===== src/rtl/fp_encode_seq_pkg.sv =====
// ---------------------------------------------------------------------------
// fp_encode_seq_pkg
// Shared definitions for the two's-complement to floating-point encoder:
// default widths, FSM state encoding and small width helper functions.
// ---------------------------------------------------------------------------
package fp_encode_seq_pkg;

   localparam int DEF_IN_W   = 12;
   localparam int DEF_EXP_W  = 3;
   localparam int DEF_MANT_W = 4;

   // Largest representable exponent at the default exponent width.
   localparam int EXP_MAX = (1 << DEF_EXP_W) - 1;

   typedef enum logic [1:0] {
      IDLE = 2'd0,
      NORM = 2'd1,
      DONE = 2'd2
   } state_t;

   // Largest exponent for an arbitrary exponent width.
   function automatic int exp_max_of(input int exp_w);
      return (1 << exp_w) - 1;
   endfunction

   // Counter width able to hold the initial shift budget IN_W-MANT_W.
   function automatic int cnt_w_of(input int in_w, input int mant_w);
      return $clog2(in_w - mant_w + 1);
   endfunction

endpackage


===== src/rtl/fp_round.sv =====
// ---------------------------------------------------------------------------
// fp_round
// Combinational round-to-nearest and exponent saturation for the encoder.
// Ports:
//   f0  in  MANT_W  truncated significand (top MANT_W bits of normalised mag)
//   rb  in  1       round bit (first bit below the significand)
//   cnt in  CNT_W   exponent before rounding
//   e   out EXP_W   final exponent
//   f   out MANT_W  final significand
// ---------------------------------------------------------------------------
module fp_round
   import fp_encode_seq_pkg::*;
#(
   parameter int EXP_W  = DEF_EXP_W,
   parameter int MANT_W = DEF_MANT_W,
   parameter int CNT_W  = 4
) (
   input  logic [MANT_W-1:0] f0,
   input  logic              rb,
   input  logic [CNT_W-1:0]  cnt,
   output logic [EXP_W-1:0]  e,
   output logic [MANT_W-1:0] f
);

   localparam int EMAX = exp_max_of(EXP_W);
   // One bit wider than either operand so the carry-incremented exponent
   // can be compared against EMAX without wrapping.
   localparam int W    = ((CNT_W > EXP_W) ? CNT_W : EXP_W) + 1;

   logic              carry;
   logic [W-1:0]      e_wide;
   logic [MANT_W-1:0] f_round;

   // Rounding an all-ones significand overflows: renormalise to 100..0
   // and bump the exponent instead.
   assign carry = rb & (&f0);

   always_comb begin
      e_wide  = W'(cnt) + W'(carry);
      f_round = carry ? {1'b1, {(MANT_W-1){1'b0}}} : (f0 + MANT_W'(rb));
      if (e_wide > W'(EMAX)) begin
         e = EXP_W'(EMAX);
         f = {MANT_W{1'b1}};
      end else begin
         e = e_wide[EXP_W-1:0];
         f = f_round;
      end
   end

endmodule


===== src/rtl/fp_encode_seq.sv =====
// ---------------------------------------------------------------------------
// fp_encode_seq
// Sequential two's-complement to floating-point encoder (value = F * 2^E).
// The magnitude is normalised by shifting left one bit per cycle, then
// rounded to nearest with exponent saturation.
// Ports:
//   clk       in  1      rising-edge clock
//   rst       in  1      synchronous active-high reset
//   in_valid  in  1      d_in valid
//   in_ready  out 1      high only in IDLE (and never during reset)
//   d_in      in  IN_W   two's-complement sample
//   out_valid out 1      s/e/f valid
//   out_ready in  1      consumer accepts result
//   s         out 1      sign
//   e         out EXP_W  exponent
//   f         out MANT_W significand
// ---------------------------------------------------------------------------
module fp_encode_seq
   import fp_encode_seq_pkg::*;
#(
   parameter int IN_W   = DEF_IN_W,
   parameter int EXP_W  = DEF_EXP_W,
   parameter int MANT_W = DEF_MANT_W
) (
   input  logic              clk,
   input  logic              rst,
   input  logic              in_valid,
   output logic              in_ready,
   input  logic [IN_W-1:0]   d_in,
   output logic              out_valid,
   input  logic              out_ready,
   output logic              s,
   output logic [EXP_W-1:0]  e,
   output logic [MANT_W-1:0] f
);

   localparam int                CNT_W    = cnt_w_of(IN_W, MANT_W);
   localparam logic [CNT_W-1:0]  CNT_INIT = CNT_W'(IN_W - MANT_W);
   localparam logic [IN_W-1:0]   MOST_NEG = {1'b1, {(IN_W-1){1'b0}}};
   localparam logic [IN_W-1:0]   MOST_POS = {1'b0, {(IN_W-1){1'b1}}};

   state_t              state_reg;
   logic [IN_W-1:0]     mag_reg;
   logic [CNT_W-1:0]    cnt_reg;
   logic                s_reg;
   logic [EXP_W-1:0]    e_reg;
   logic [MANT_W-1:0]   f_reg;
   logic                out_valid_reg;

   logic [IN_W-1:0]     mag_in;
   logic                finish;
   logic [EXP_W-1:0]    round_e;
   logic [MANT_W-1:0]   round_f;

   // |d_in|; the most negative value has no positive twin and saturates.
   always_comb begin
      mag_in = d_in;
      if (d_in == MOST_NEG) begin
         mag_in = MOST_POS;
      end else if (d_in[IN_W-1]) begin
         mag_in = -d_in;
      end
   end

   // Stop once the leading one reaches the MSB or the shift budget is spent
   // (small values end up denormal with e = 0).
   assign finish = mag_reg[IN_W-1] | (cnt_reg == '0);

   fp_round #(
      .EXP_W  (EXP_W),
      .MANT_W (MANT_W),
      .CNT_W  (CNT_W)
   ) u_round (
      .f0  (mag_reg[IN_W-1 -: MANT_W]),
      .rb  (mag_reg[IN_W-1-MANT_W]),
      .cnt (cnt_reg),
      .e   (round_e),
      .f   (round_f)
   );

   always_ff @(posedge clk) begin
      if (rst) begin
         state_reg     <= IDLE;
         mag_reg       <= '0;
         cnt_reg       <= '0;
         s_reg         <= 1'b0;
         e_reg         <= '0;
         f_reg         <= '0;
         out_valid_reg <= 1'b0;
      end else begin
         case (state_reg)
            IDLE: begin
               if (in_valid) begin
                  s_reg     <= d_in[IN_W-1];
                  mag_reg   <= mag_in;
                  cnt_reg   <= CNT_INIT;
                  state_reg <= NORM;
               end
            end
            NORM: begin
               if (finish) begin
                  e_reg         <= round_e;
                  f_reg         <= round_f;
                  out_valid_reg <= 1'b1;
                  state_reg     <= DONE;
               end else begin
                  mag_reg <= mag_reg << 1;
                  cnt_reg <= cnt_reg - 1'b1;
               end
            end
            DONE: begin
               if (out_ready) begin
                  out_valid_reg <= 1'b0;
                  state_reg     <= IDLE;
               end
            end
            default: begin
               state_reg <= IDLE;
            end
         endcase
      end
   end

   assign in_ready  = (state_reg == IDLE) && !rst;
   assign out_valid = out_valid_reg;
   assign s         = s_reg;
   assign e         = e_reg;
   assign f         = f_reg;

endmodule


===== config.mk =====
export PLATFORM = sky130hd
export DESIGN_NAME = fp_encode_seq
export DESIGN_NICKNAME = d
export VERILOG_FILES = /design/src/rtl/fp_encode_seq_pkg.sv /design/src/rtl/fp_round.sv /design/src/rtl/fp_encode_seq.sv
export SDC_FILE = /design/constraint.sdc
export NUM_CORES = 1
export LEC_CHECK = 0
export ABC_AREA = 1
export CAP_MARGIN = 20
export CORE_ASPECT_RATIO = 1.2
export CORE_MARGIN = 1
export CORE_UTILIZATION = 45
export DETAILED_ROUTE_END_ITERATION = 7
export PLACE_DENSITY = 0.68
export SKIP_LAST_GASP = 1
export SLEW_MARGIN = 20
export SYNTH_ARGS = -nofsm -noshare
export SYNTH_HDL_FRONTEND = slang
export SYNTH_HIERARCHICAL = 1
export SYNTH_SLANG_ARGS = --single-unit

===== constraint.sdc =====
create_clock -name clk -period 2 [get_ports clk]
set_input_delay 0.2 -clock clk [delete_from_list [all_inputs] [get_ports clk]]
set_output_delay 0.2 -clock clk [all_outputs]
set_load 0.005 [all_outputs]

Word-level counts from Yosys, hierarchy flattened
Index checks and enable logic that the tools add are counted.
{"block": "word_totals", "mem_bits_ro": 0, "latch_bits": 0, "elab_cells": 51, "out_inout_bits": 10, "input_bits": 16, "ff_bits": 27, "n_memories": 0, "ram_bits": 0}
{"block": "op_classes", "order_cmp": 1, "div": 0, "n_mul": 0, "n_mux": 18, "eq_ne": 7, "shifts": 0, "bitwise": 2, "n_reduce_logical": 12, "addsub": 4}
{"cell": "$mux 12", "n": 4}
{"cell": "$pmux 12 s2", "n": 1}
{"cell": "$mux 4", "n": 4}
{"cell": "$eq 12x12->1 const B", "n": 1}
{"cell": "$neg 12->12", "n": 1}
{"cell": "$reduce_and 3->1", "n": 3}
{"cell": "$ne 2x2->1 const B", "n": 4}
{"cell": "$pmux 4 s2", "n": 1}
{"cell": "$mux 2", "n": 3}
{"cell": "$pmux 2 s3", "n": 1}
{"cell": "$add 4x1->5", "n": 1}
{"cell": "$gt 5x3->1 const B", "n": 1}
{"cell": "$add 4x1->4", "n": 1}
{"cell": "$logic_not 4->1", "n": 1}
{"cell": "$reduce_and 2->1", "n": 2}
{"cell": "$reduce_and 4->1", "n": 1}
{"cell": "$reduce_bool 2->1", "n": 2}
{"cell": "$sub 4x1->4 const B", "n": 1}
{"cell": "$mux 3", "n": 1}
{"cell": "$eq 2x1->1 const B", "n": 1}
{"cell": "$eq 2x2->1 const B", "n": 1}
{"cell": "$logic_not 2->1", "n": 1}
{"cell": "$mux 1", "n": 2}
{"cell": "$pmux 1 s2", "n": 1}
{"cell": "other kinds (4)", "n": 4}

Depth between registers and ports, before layout
Gate-level depths: netlist of the first run.
{"block": "logic_depth", "word_depth": 5, "depth_mapped": 12, "ltp_nobuf": 12}

Modules after synthesis
The synthesis of the first run kept the hierarchy.
{"module": "fp_encode_seq", "cells_each": 243, "n_inst": 1, "seq_area_each_um2": 540.5, "area_each_um2": 1546.5}
{"module": "fp_round", "cells_each": 35, "n_inst": 1, "seq_area_each_um2": 0.0, "area_each_um2": 214.0}

Worst setup path before layout of the first run
OpenSTA, ideal clock, no wires.
{"block": "synth_path", "path_kind": "flip-flop to flip-flop", "from": "reg mag_reg[10]", "to": "reg f_reg[3], in the netlist f[3]", "synth_period_minus_slack_ns": 1.627, "setup_ns": 0.116, "setup_slack_ns": 0.373, "path_buffers": 0, "arrival_time_ns": 1.511, "t_required_ns": 1.884, "stages_incl_launch_ff": 13, "path_cell_list": "dfxtp_1 > nand2_1 > nor2_2 > nand3_2 > inv_1 > ha_1 > ha_1 > nand2_1 > nand2_1 > o21ai_4 > nand3_2 > nor2_1 > nor2_1"}
{"block": "synth_via", "elab_chain_len": 5, "elab_cells_between_ends": 7, "classes_between": "add/sub (2); order compare (1); mux (2); bitwise (1); reduce/logical (1)"}
{"item": "start: declaration", "line": "fp_encode_seq.sv:43", "text": "logic [IN_W-1:0] mag_reg;"}
{"item": "start signal: assignment", "line": "fp_encode_seq.sv:95", "text": "mag_reg <= mag_in;"}
{"item": "start signal: assignment", "line": "fp_encode_seq.sv:107", "text": "mag_reg <= mag_reg << 1;"}
{"item": "$reduce_and 4->1", "line": "fp_round.sv:36", "text": "assign carry = rb & (&f0);"}
{"item": "$and 1x1->1", "line": "fp_round.sv:36"}
{"item": "$add 4x1->5", "line": "fp_round.sv:39", "text": "e_wide = W'(cnt) + W'(carry);"}
{"item": "$gt 5x3->1", "line": "fp_round.sv:41", "text": "if (e_wide > W'(EMAX)) begin"}
{"item": "$mux 4 (*)", "line": "fp_round.sv:41"}
{"item": "named net round_f[3]", "line": "fp_encode_seq.sv:53", "text": "logic [MANT_W-1:0] round_f;"}
{"item": "end signal: assignment", "line": "fp_encode_seq.sv:103", "text": "f_reg <= round_f;"}
{"item": "end: declaration", "line": "fp_encode_seq.sv:47", "text": "logic [MANT_W-1:0] f_reg;"}
Mark *: on every way through the listed nets, which the timed path passes. The rest lies on a longest branch.
A chain may end at the register's enable or synchronous reset.

Final worst setup path of the first run
{"block": "layout_path", "from": "reg mag_reg[9]", "to": "reg f_reg[3], in the netlist f[3]"}
Same word-level chain as after synthesis.

==> flow_summary_export.csv, run 1 <==
group,metric,value,unit
status,outcome,"finished clean",
global_routing,use_met1,24.3,%
clock_network,insertion_delay,270,ps
timing,slew_headroom,81.8,%
routing,routed_wl,3500,um
timing,fmax,555,MHz
layout,final_common_cell,"nand2_1",
global_routing,grt.met3_usage,1.11,%
floorplanning,start_util,47.7,%
global_routing,met2_usage,34.0,%
power_and_ir_drop,power_density,676,mW/mm^2
power_and_ir_drop,power,1.43,mW
synth,synth-seq-area-share,30.7,%
setup_path,critical_path_buf_inv_count,1,
power_and_ir_drop,internal_power,952,uW
layout,largest_register_ff_count,12,
synth,synth_fp_nets,301,
routing,drc_errors,0,
layout,syn_to_final_growth,19.8,%
clock_network,cts_tree,"built",
layout,final-seq-area,543,um^2
global_routing,grt_pass1_vias,1530,
power_and_ir_drop,clkPwrFrac,22.0,%
clock_network,htree_levels,1,
setup_path,critPathCaptureType,"flip-flop",
global_routing,grt_usage,19.6,%
floorplanning,dieArea,0.00417,mm^2
setup_path,critPathMostFrequentCell,"nand2_1",
setup_path,cpMaxStageDelayCell,"dfxtp_2",
layout,layout-drive-gt1-share,9.21,%
routing,routed_via_density,4.72,
setup_path,cp-start-kind,"flip-flop",
synth,synth_cell_types,29,
routing,drt-initial-drc-count,32,
layout,num_antenna_cells,0,
synth,yosys_register_bits,27,
floorplanning,die_h,70.5,um
power_and_ir_drop,seqPwrFrac,46.3,%
routing,wire_per_inst,9.82,um
floorplanning,core_area,0.00369,mm^2
placement,gp_congestion,0.785,
global_routing,antenna_found_initial,0,
timing,setup_tns,0,ps
setup_path,cp.arrival,1970,ps
timing,whs,467,ps
power_and_ir_drop,leakage,1.03,nW
clock_network,path_clk_slew,90,ps
timing,rsz0062_at_grt,"no",
placement,hpwl,2700,um
timing,period_minus_slack,1800,ps
synth,yosys_warnings,6,
floorplanning,pin_count,26,
power_and_ir_drop,p_comb_share,31.7,%
power_and_ir_drop,vdd_ir_drop_max,0.000226,V
setup_path,crit_fanout,7,
synth,netlist_area,0.00176,mm^2
floorplanning,die_x,59.1,um
clock_network,cts_buffer_depth,2,
global_routing,grt_pass1_wl,6470,um
clock_network,cts_sinks,27,
synth,synthesis.instances,278,
floorplanning,rows,24,
setup_path,crit_type,"flip-flop to flip-flop",
worst_hold_path,min_path_type,"flip-flop to flip-flop",
setup_path,cp_cell_sequence,"nand2_1 > nor2_2 > nand3_2 > inv_1 > ha_1 > ha_1 > nand2_1 > nand2_1 > o21ai_4 > nand3_2 > nor2_1 > nor2_1",
power_and_ir_drop,p_sw,473,uW
layout,layout_common_cells,"nand2_1 (72), nor2_1 (47), inv_1 (34), dfxtp_1 (25), clkdlybuf4s50_1 (25)",
setup_path,required,2170,ps
power_and_ir_drop,swShare,33.2,%
layout,final.fill_count,399,
global_routing,top_usage_layer,"met2",
setup_path,cp_top_family,"simple AND/OR/NAND/NOR gates",
layout,nets,328,
clock_network,cts_buffers,3,
placement,port_buffers,25,
routing,ant_nets,0,
timing,finalCritPeriodShare,90.1,%
setup_path,critPathMaxStageDelay,350,ps
timing,slew_violations,0,
routing,dr.pass1.iters,5,
clock_network,root_buffer,"clkbuf_8",
run,cap_violations,0,
timing,finalSetupViolations,0,
timing,hold_viol,0,
timing,worst_pin_slew,273,ps
global_routing,grt_max_degree,21,
layout,multiInputGateArea,0.00104,mm^2
timing,skew,5.70,ps
synth,avgSynthCellArea,6.33,um^2
routing,dr_total_vias,1682,
global_routing,globalRoute.totalOverflow,0,
-- worst min-delay path, stage by stage (launching register included) --
cell and delay (ps):
dfxtp_1 320, nand2_1 60, a21oi_1 50
-- area by class of cell --
| type | count | share of cell area [%] |
|---|---|---|
| inverters | 38 | 6.77 |
| well taps | 52 | 3.09 |
| repair buffers | 28 | 12.9 |
| multi-input cells | 207 | 49.3 |
| flip-flops and latches | 27 | 25.8 |
| clock buffers | 4 | 2.14 |
-- synthesized netlist by cell type --
library cell,number,area share [%]
nand2_1,72,15
nor2_1,47,10
inv_1,34,7.2
dfxtp_1,27,31
nand3_1,22,6.3
o21ai_0,17,4.8
a21oi_1,11,3.1
ha_1,7,5.0
nand4_1,5,1.8
or2_2,5,1.8
inv_2,4,0.85
buf_2,3,0.85
nand3_2,3,1.7
nor3_1,3,0.85
clkbuf_1,2,0.43
nand3b_1,2,0.85
xor2_1,2,1.0
a21oi_4,1,0.92
a22oi_1,1,0.43
buf_8,1,0.85
nand2_2,1,0.36
nand2_4,1,0.64
nand3_4,1,1.0
nor2_2,1,0.36
nor2_4,1,0.64
o211ai_1,1,0.43
o21ai_2,1,0.50
o21ai_4,1,0.92
or2_0,1,0.36
-- through the flow --
stage               setup slack (ps)  instances  cell area, um^2  util (%)
global placement                 208        352             2060      55.8
detailed placement               192        352             2060      55.8
finish                           198        356             2110      57.1
global route                    15.7        356             2110      57.1
floorplan                        373        278             1760         -
CTS                              177        356             2110      57.0
-- final timing paths --
path                            depth (start not counted)       start  slack [ps]          to
worst min register to register                          2  mag_reg[0]         470  mag_reg[0]
worst max-delay path                                   12  mag_reg[9]         200        f[3]
worst max register to register                         12  mag_reg[9]         200        f[3]
worst min-delay path                                    2  mag_reg[0]         470  mag_reg[0]
-- power by group through the flow --
stage	clock network (mW)	registers, mW	logic [mW]
after detailed placement	0	0.671	0.453
after global placement	0	0.670	0.450
final	0.314	0.660	0.452
after floorplan	0	0.664	0.319
after global routing	0.351	0.671	0.527
after CTS	0.325	0.659	0.458
-- what timing repair did --
action	CTS	global route
hold buffers	0	0
setup buffers	0	0
gates resized for setup	0	2
setup endpoints to repair	0	1
-- routing by layer --
metal / routed length [um] / vias to the layer above
li1: - / 932
met1: 1630 / 712
met2: 1730 / 31
met3: 54 / 7
met4: 80 / 0
met5: 0 / -
-- kinds of logic after synthesis --
group | share of synthesized area (%)
XOR/XNOR | 0.995
AND/OR/NAND/NOR | 41.9
buffers and inverters | 10.2
AO/OA/AOI/OAI | 11.2
adder cells (fa/ha/maj) | 4.97
flip-flops | 30.7
(Power assumes the default switching activity.)
==> inputs of run 2 (changes only) <==
- CELL_PAD_IN_SITES_DETAIL_PLACEMENT: default -> 1
- CELL_PAD_IN_SITES_GLOBAL_PLACEMENT: default -> 2
- CORE_UTILIZATION: 45 -> 29
- PLACE_DENSITY: 0.68 -> default
- PLACE_DENSITY_LB_ADDON: default -> 0.1
==> flow_summary_export.csv, run 2 (same netlist as run 1, synthesis figures left out) <==
group,metric,value,unit
status,outcome,"finished clean",
placement,dp.cells,380,
placement,gp_congestion,0.767,
worst_hold_path,worstHoldStart,"mag_reg[0]",
clock_network,htree_levels,1,
routing,wire_per_inst,11.7,um
routing,routed_wl,4480,um
layout,nets,328,
layout,largest_register_ff_count,12,
clock_network,post-cts-setup-buffers,0,
timing,period_minus_slack,1820,ps
timing,rsz0062_at_grt,"no",
global_routing,globalRoute.totalOverflow,0,
routing,dr.pass1.iters,2,
routing,drt-initial-drc-count,37,
global_routing,grt_pass1_wl,8110,um
routing,drc_errors,0,
timing,finalCritPeriodShare,91.0,%
setup_path,crit_fanout,7,
power_and_ir_drop,power_density,673,mW/mm^2
setup_path,startpoint,"mag_reg[10]",
floorplanning,die_h,87.4,um
layout,final_common_cell,"nand2_1",
setup_path,crit_type,"flip-flop to flip-flop",
routing,dr_total_vias,1754,
power_and_ir_drop,vdd_ir_drop_max,0.000283,V
setup_path,critPathCaptureType,"flip-flop",
floorplanning,core_area,0.00574,mm^2
clock_network,insertion_delay,270,ps
floorplanning,dieArea,0.00639,mm^2
setup_path,cp.arrival,2000,ps
placement,hpwl,3550,um
run,cap_violations,0,
worst_hold_path,hold_path_end,"mag_reg[0]",
timing,worst_pin_slew,279,ps
setup_path,reg2regPathDepth,12,
clock_network,cts_sinks,27,
floorplanning,die_x,73.1,um
layout,layout_common_cells,"nand2_1 (72), nor2_1 (45), inv_1 (34), dfxtp_1 (25), clkdlybuf4s50_1 (25)",
layout,final_cells,384,
routing,ant_nets,0,
layout,syn_to_final_growth,22.0,%
timing,slew_headroom,81.3,%
setup_path,r2r-start,"mag_reg[10]",
timing,fin_ws,181,ps
timing,setup_tns,0,ps
timing,slew_violations,0,
layout,num_antenna_cells,0,
clock_network,cts_buffers,3,
power_and_ir_drop,leakage,1.03,nW
clock_network,path_clk_slew,100,ps
timing,finalSetupViolations,0,
worst_hold_path,whs_path_depth,2,
floorplanning,pin_count,26,
layout,final.fill_count,764,
worst_hold_path,min_path_type,"flip-flop to flip-flop",
floorplanning,rows,30,
global_routing,grt_usage,16.3,%
setup_path,rr_endpoint,"f[3]",
timing,fmax,550,MHz
global_routing,antenna_found_initial,0,
setup_path,reg2reg_slack,180,ps
clock_network,root_buffer,"clkbuf_8",
routing,routed_via_density,4.57,
timing,hold_viol,0,
floorplanning,start_util,30.7,%
global_routing,grt_max_degree,21,
placement,place_area,0.00210,mm^2
global_routing,grt_pass1_vias,1761,
clock_network,cts_tree,"built",
setup_path,cp-start-kind,"flip-flop",
setup_path,required,2180,ps
placement,port_buffers,25,
placement,dp_worst_setup_slack,153,ps
clock_network,cts_buffer_depth,2,
layout,layout-drive-gt1-share,9.87,%
timing,skew,3.90,ps
layout,finish.instance_area,0.00215,mm^2
[run 2: changes by cell type in the layout (fill, tap and decap cells not counted)]
cell / before / now
nor2_1: 47 / 45
nor2_2: 1 / 3
[run 2: layout make-up]
class                   instances  area, um^2  area share [%]
repair buffers                 28         273            12.7
clock buffers                   4        45.0            2.10
inverters                      38         143            6.64
multi-input cells             207        1040            48.6
flip-flops and latches         27         543            25.3
well taps                      80         100            4.66
[run 2: worst max-delay path by stage]
| stage | slack, ps | depth (start not counted) | endpoint |
|---|---|---|---|
| 2_1_floorplan | 370 | 12 | f[3] |
| 3_3_place_gp | 190 | 12 | f[3] |
| 3_5_place_dp | 150 | 12 | f[3] |
| 4_1_cts | 140 | 12 | f[3] |
| 5_1_grt | 3 | 12 | f[0] |
| 6_report | 180 | 12 | f[3] |
[run 2: metrics by stage]
stage	power (mW)	hold WS, ps	util, %
2_1_floorplan	0.983	386	-
3_3_place_gp	1.14	451	36.5
3_5_place_dp	1.15	463	36.5
4_1_cts	1.47	477	37.3
5_1_grt	1.58	506	37.4
6_report	1.45	471	37.4
[run 2: repair_timing]
action / in CTS / in global routing
resized for setup: 0 / 4
hold buffers: 0 / 0
setup endpoints to repair: 0 / 3
[run 2: per-layer routing]
layer / up-vias / wire length [um] / part of all wire, % / track usage [%]
met2: 24 / 2310 / 51 / 31.4
li1: 930 / - / - / -
met1: 793 / 2000 / 45 / 17.8
met5: - / 0 / 0 / 0
met4: 0 / 92 / 2.1 / 6.77
met3: 7 / 76 / 1.7 / 1.74
[run 2: power breakdown]
group / total [mW] / internal [mW] / leakage (nW) / switching, mW
combinational: 0.466 / 0.200 / 0.785 / 0.266
sequential: 0.661 / 0.610 / 0.223 / 0.0516
clock: 0.319 / 0.143 / 0.0228 / 0.176
[run 2: critical path: stages, from the launching register on]
cell and delay (ps):
dfxtp_2 360, nand2_1 80, nor2_2 40, nand3_2 90
inv_1 50, ha_1 200, ha_1 200, nand2_1 90
nand2_1 90, o21ai_4 260, nand3_2 80, nor2_1 120
nor2_1 50
==> inputs of run 3 (changes only) <==
- ABC_AREA: 1 -> default
- CORE_UTILIZATION: 29 -> 32
==> flow_summary_export.csv, run 3 <==
group,metric,value,unit
status,outcome,"finished clean",
clock_network,cts_tree,"built",
clock_network,cts_buffer_depth,2,
layout,nets,250,
synth,netlist.area_leader.share,33.2,%
clock_network,root_buffer,"clkbuf_8",
timing,fmax,542,MHz
layout,num_antenna_cells,0,
routing,ant_nets,0,
timing,slew_violations,0,
worst_hold_path,min_path_type,"flip-flop to flip-flop",
floorplanning,core_area,0.00490,mm^2
floorplanning,rows,28,
synth,synth_commonest_cells,"dfxtp_1 (27), nor2_1 (19), nand2_1 (15)",
clock_network,insertion_delay,270,ps
floorplanning,pin_count,26,
timing,period_minus_slack,1840,ps
setup_path,cp.arrival,2000,ps
synth,netlist_area,0.00163,mm^2
synth,synth_area_leaders,"dfxtp_1 (33%), mux2i_1 (5.5%), ha_1 (5.4%), nor2_1 (4.4%), xnor2_1 (3.8%)",
routing,dr.pass1.iters,4,
global_routing,grt_max_degree,28,
synth,synth-seq-area-share,33.2,%
global_routing,grt_pass1_wl,7220,um
synth,yosysTopAreaCell,"dfxtp_1",
floorplanning,dieArea,0.00537,mm^2
layout,layout-drive-gt1-share,21.7,%
power_and_ir_drop,power_density,659,mW/mm^2
synth,synth_fp_nets,206,
clock_network,cts_sinks,27,
synth,yosys_register_bits,27,
timing,finalSetupViolations,0,
synth,yosys_warnings,6,
timing,slew_headroom,65.5,%
timing,rsz0062_at_grt,"no",
global_routing,grt_pass1_vias,1580,
synth,synth_cell_types,49,
setup_path,critPathCaptureType,"flip-flop",
routing,dr_total_vias,1495,
placement,gp_congestion,0.742,
synth,synthesis.instances,183,
placement,port_buffers,25,
timing,skew,5.80,ps
setup_path,required,2160,ps
power_and_ir_drop,vdd_ir_drop_max,0.000248,V
timing,hold_viol,0,
clock_network,htree_levels,1,
power_and_ir_drop,leakage,0.855,nW
clock_network,post-cts-setup-buffers,0,
layout,syn_to_final_growth,30.8,%
global_routing,antenna_found_initial,0,
routing,routed_wl,4130,um
global_routing,globalRoute.totalOverflow,0,
power_and_ir_drop,power,1.40,mW
layout,final.fill_count,599,
floorplanning,die_x,67.1,um
layout,utilization,43.4,%
synth,synth_edf_count,0,
synth,synth_ff_type,"dfxtp_1",
clock_network,cts_buffers,3,
clock_network,post_cts_resized,0,
timing,finalCritPeriodShare,92.2,%
placement,hpwl,3300,um
routing,drt-initial-drc-count,32,
synth,synthArstFlopShare,0,%
clock_network,postCtsHoldBufs,0,
clock_network,path_clk_slew,90,ps
synth,synth_most_common_cell,"dfxtp_1",
routing,routed_via_density,5.23,
floorplanning,die_h,80.1,um
layout,largest_register_ff_count,12,
routing,wire_per_inst,14.4,um
routing,drc_errors,0,
run,cap_violations,0,
floorplanning,start_util,33.2,%
global_routing,grt_usage,17.5,%
synth,avgSynthCellArea,8.89,um^2
layout,layout_common_cells,"dfxtp_1 (25), clkdlybuf4s50_1 (25), buf_4 (25), nor2_1 (19), nand2_1 (14)",
setup_path,crit_fanout,7,
setup_path,crit_type,"flip-flop to flip-flop",
timing,worst_pin_slew,516,ps
setup_path,cp-start-kind,"flip-flop",
## run 3: path summary, 6_finish.rpt
check	from	endpoint	slack [ps]	cells past startpoint
worst max-delay path	mag_reg[9]	e[1]	160	9
worst min-delay path	out_valid	out_valid	460	2
worst max register to register	mag_reg[9]	e[1]	160	9
worst min register to register	out_valid	out_valid	460	2
## run 3: worst max-delay path: stages, from the launching register on
cell	delay (ps)
dfxtp_2	350
nand3_1	120
nor2_1	80
ha_1	220
ha_1	220
nand2b_4	150
mux2i_4	270
nand2b_1	110
mux2i_1	140
nor2_1	50
## run 3: report_power, final
part | leakage [nW] | switching [mW] | total, mW | internal (mW)
registers | 0.222 | 0.0480 | 0.644 | 0.596
clock network | 0.0228 | 0.169 | 0.312 | 0.143
logic | 0.610 | 0.216 | 0.446 | 0.230
total | 0.855 | 0.434 | 1.40 | 0.969
## run 3: cell families (layout without fill, tap and decap cells)
logic type               after synthesis  count (layout)  share of synthesized area (%)
AND/OR/NAND/NOR                       67              67                           23.2
AO/OA/AOI/OAI                         44              44                           19.2
flip-flops                            27              27                           33.2
buffers and inverters                 16              59                           5.38
XOR/XNOR                              11              11                           5.92
multiplexers                          11              11                           7.62
adder cells (fa/ha/maj)                7               7                           5.38
## run 3: per-stage QoR
stage	cell area, um^2	setup slack (ps)	TNS (ps)	hold slack [ps]	cells
after floorplan	1630	197	0	362	183
after detailed placement	2070	-106	-213	461	282
after CTS	2120	56.6	0	474	286
after global routing	2130	9.69	0	496	286
after global placement	2070	-54.0	-106	444	282
final	2130	156	0	461	286
## run 3: final cells by class
cell class                      count  area [um^2]  area share, %
Clock buffer                        4         45.0           2.12
Sequential cell                    27          543           25.5
Timing Repair Buffer               50          438           20.6
Multi-Input combinational cell    140         1010           47.4
Tap cell                           60         75.1           3.53
Inverter                            5         18.8          0.882
## run 3: per-layer routing
layer	GRT usage [%]	up-vias	wire, um
li1	-	753	-
met1	18.9	712	1670
met2	34.5	25	2320
met3	1.70	5	76
met4	5.11	0	56
met5	0	-	0
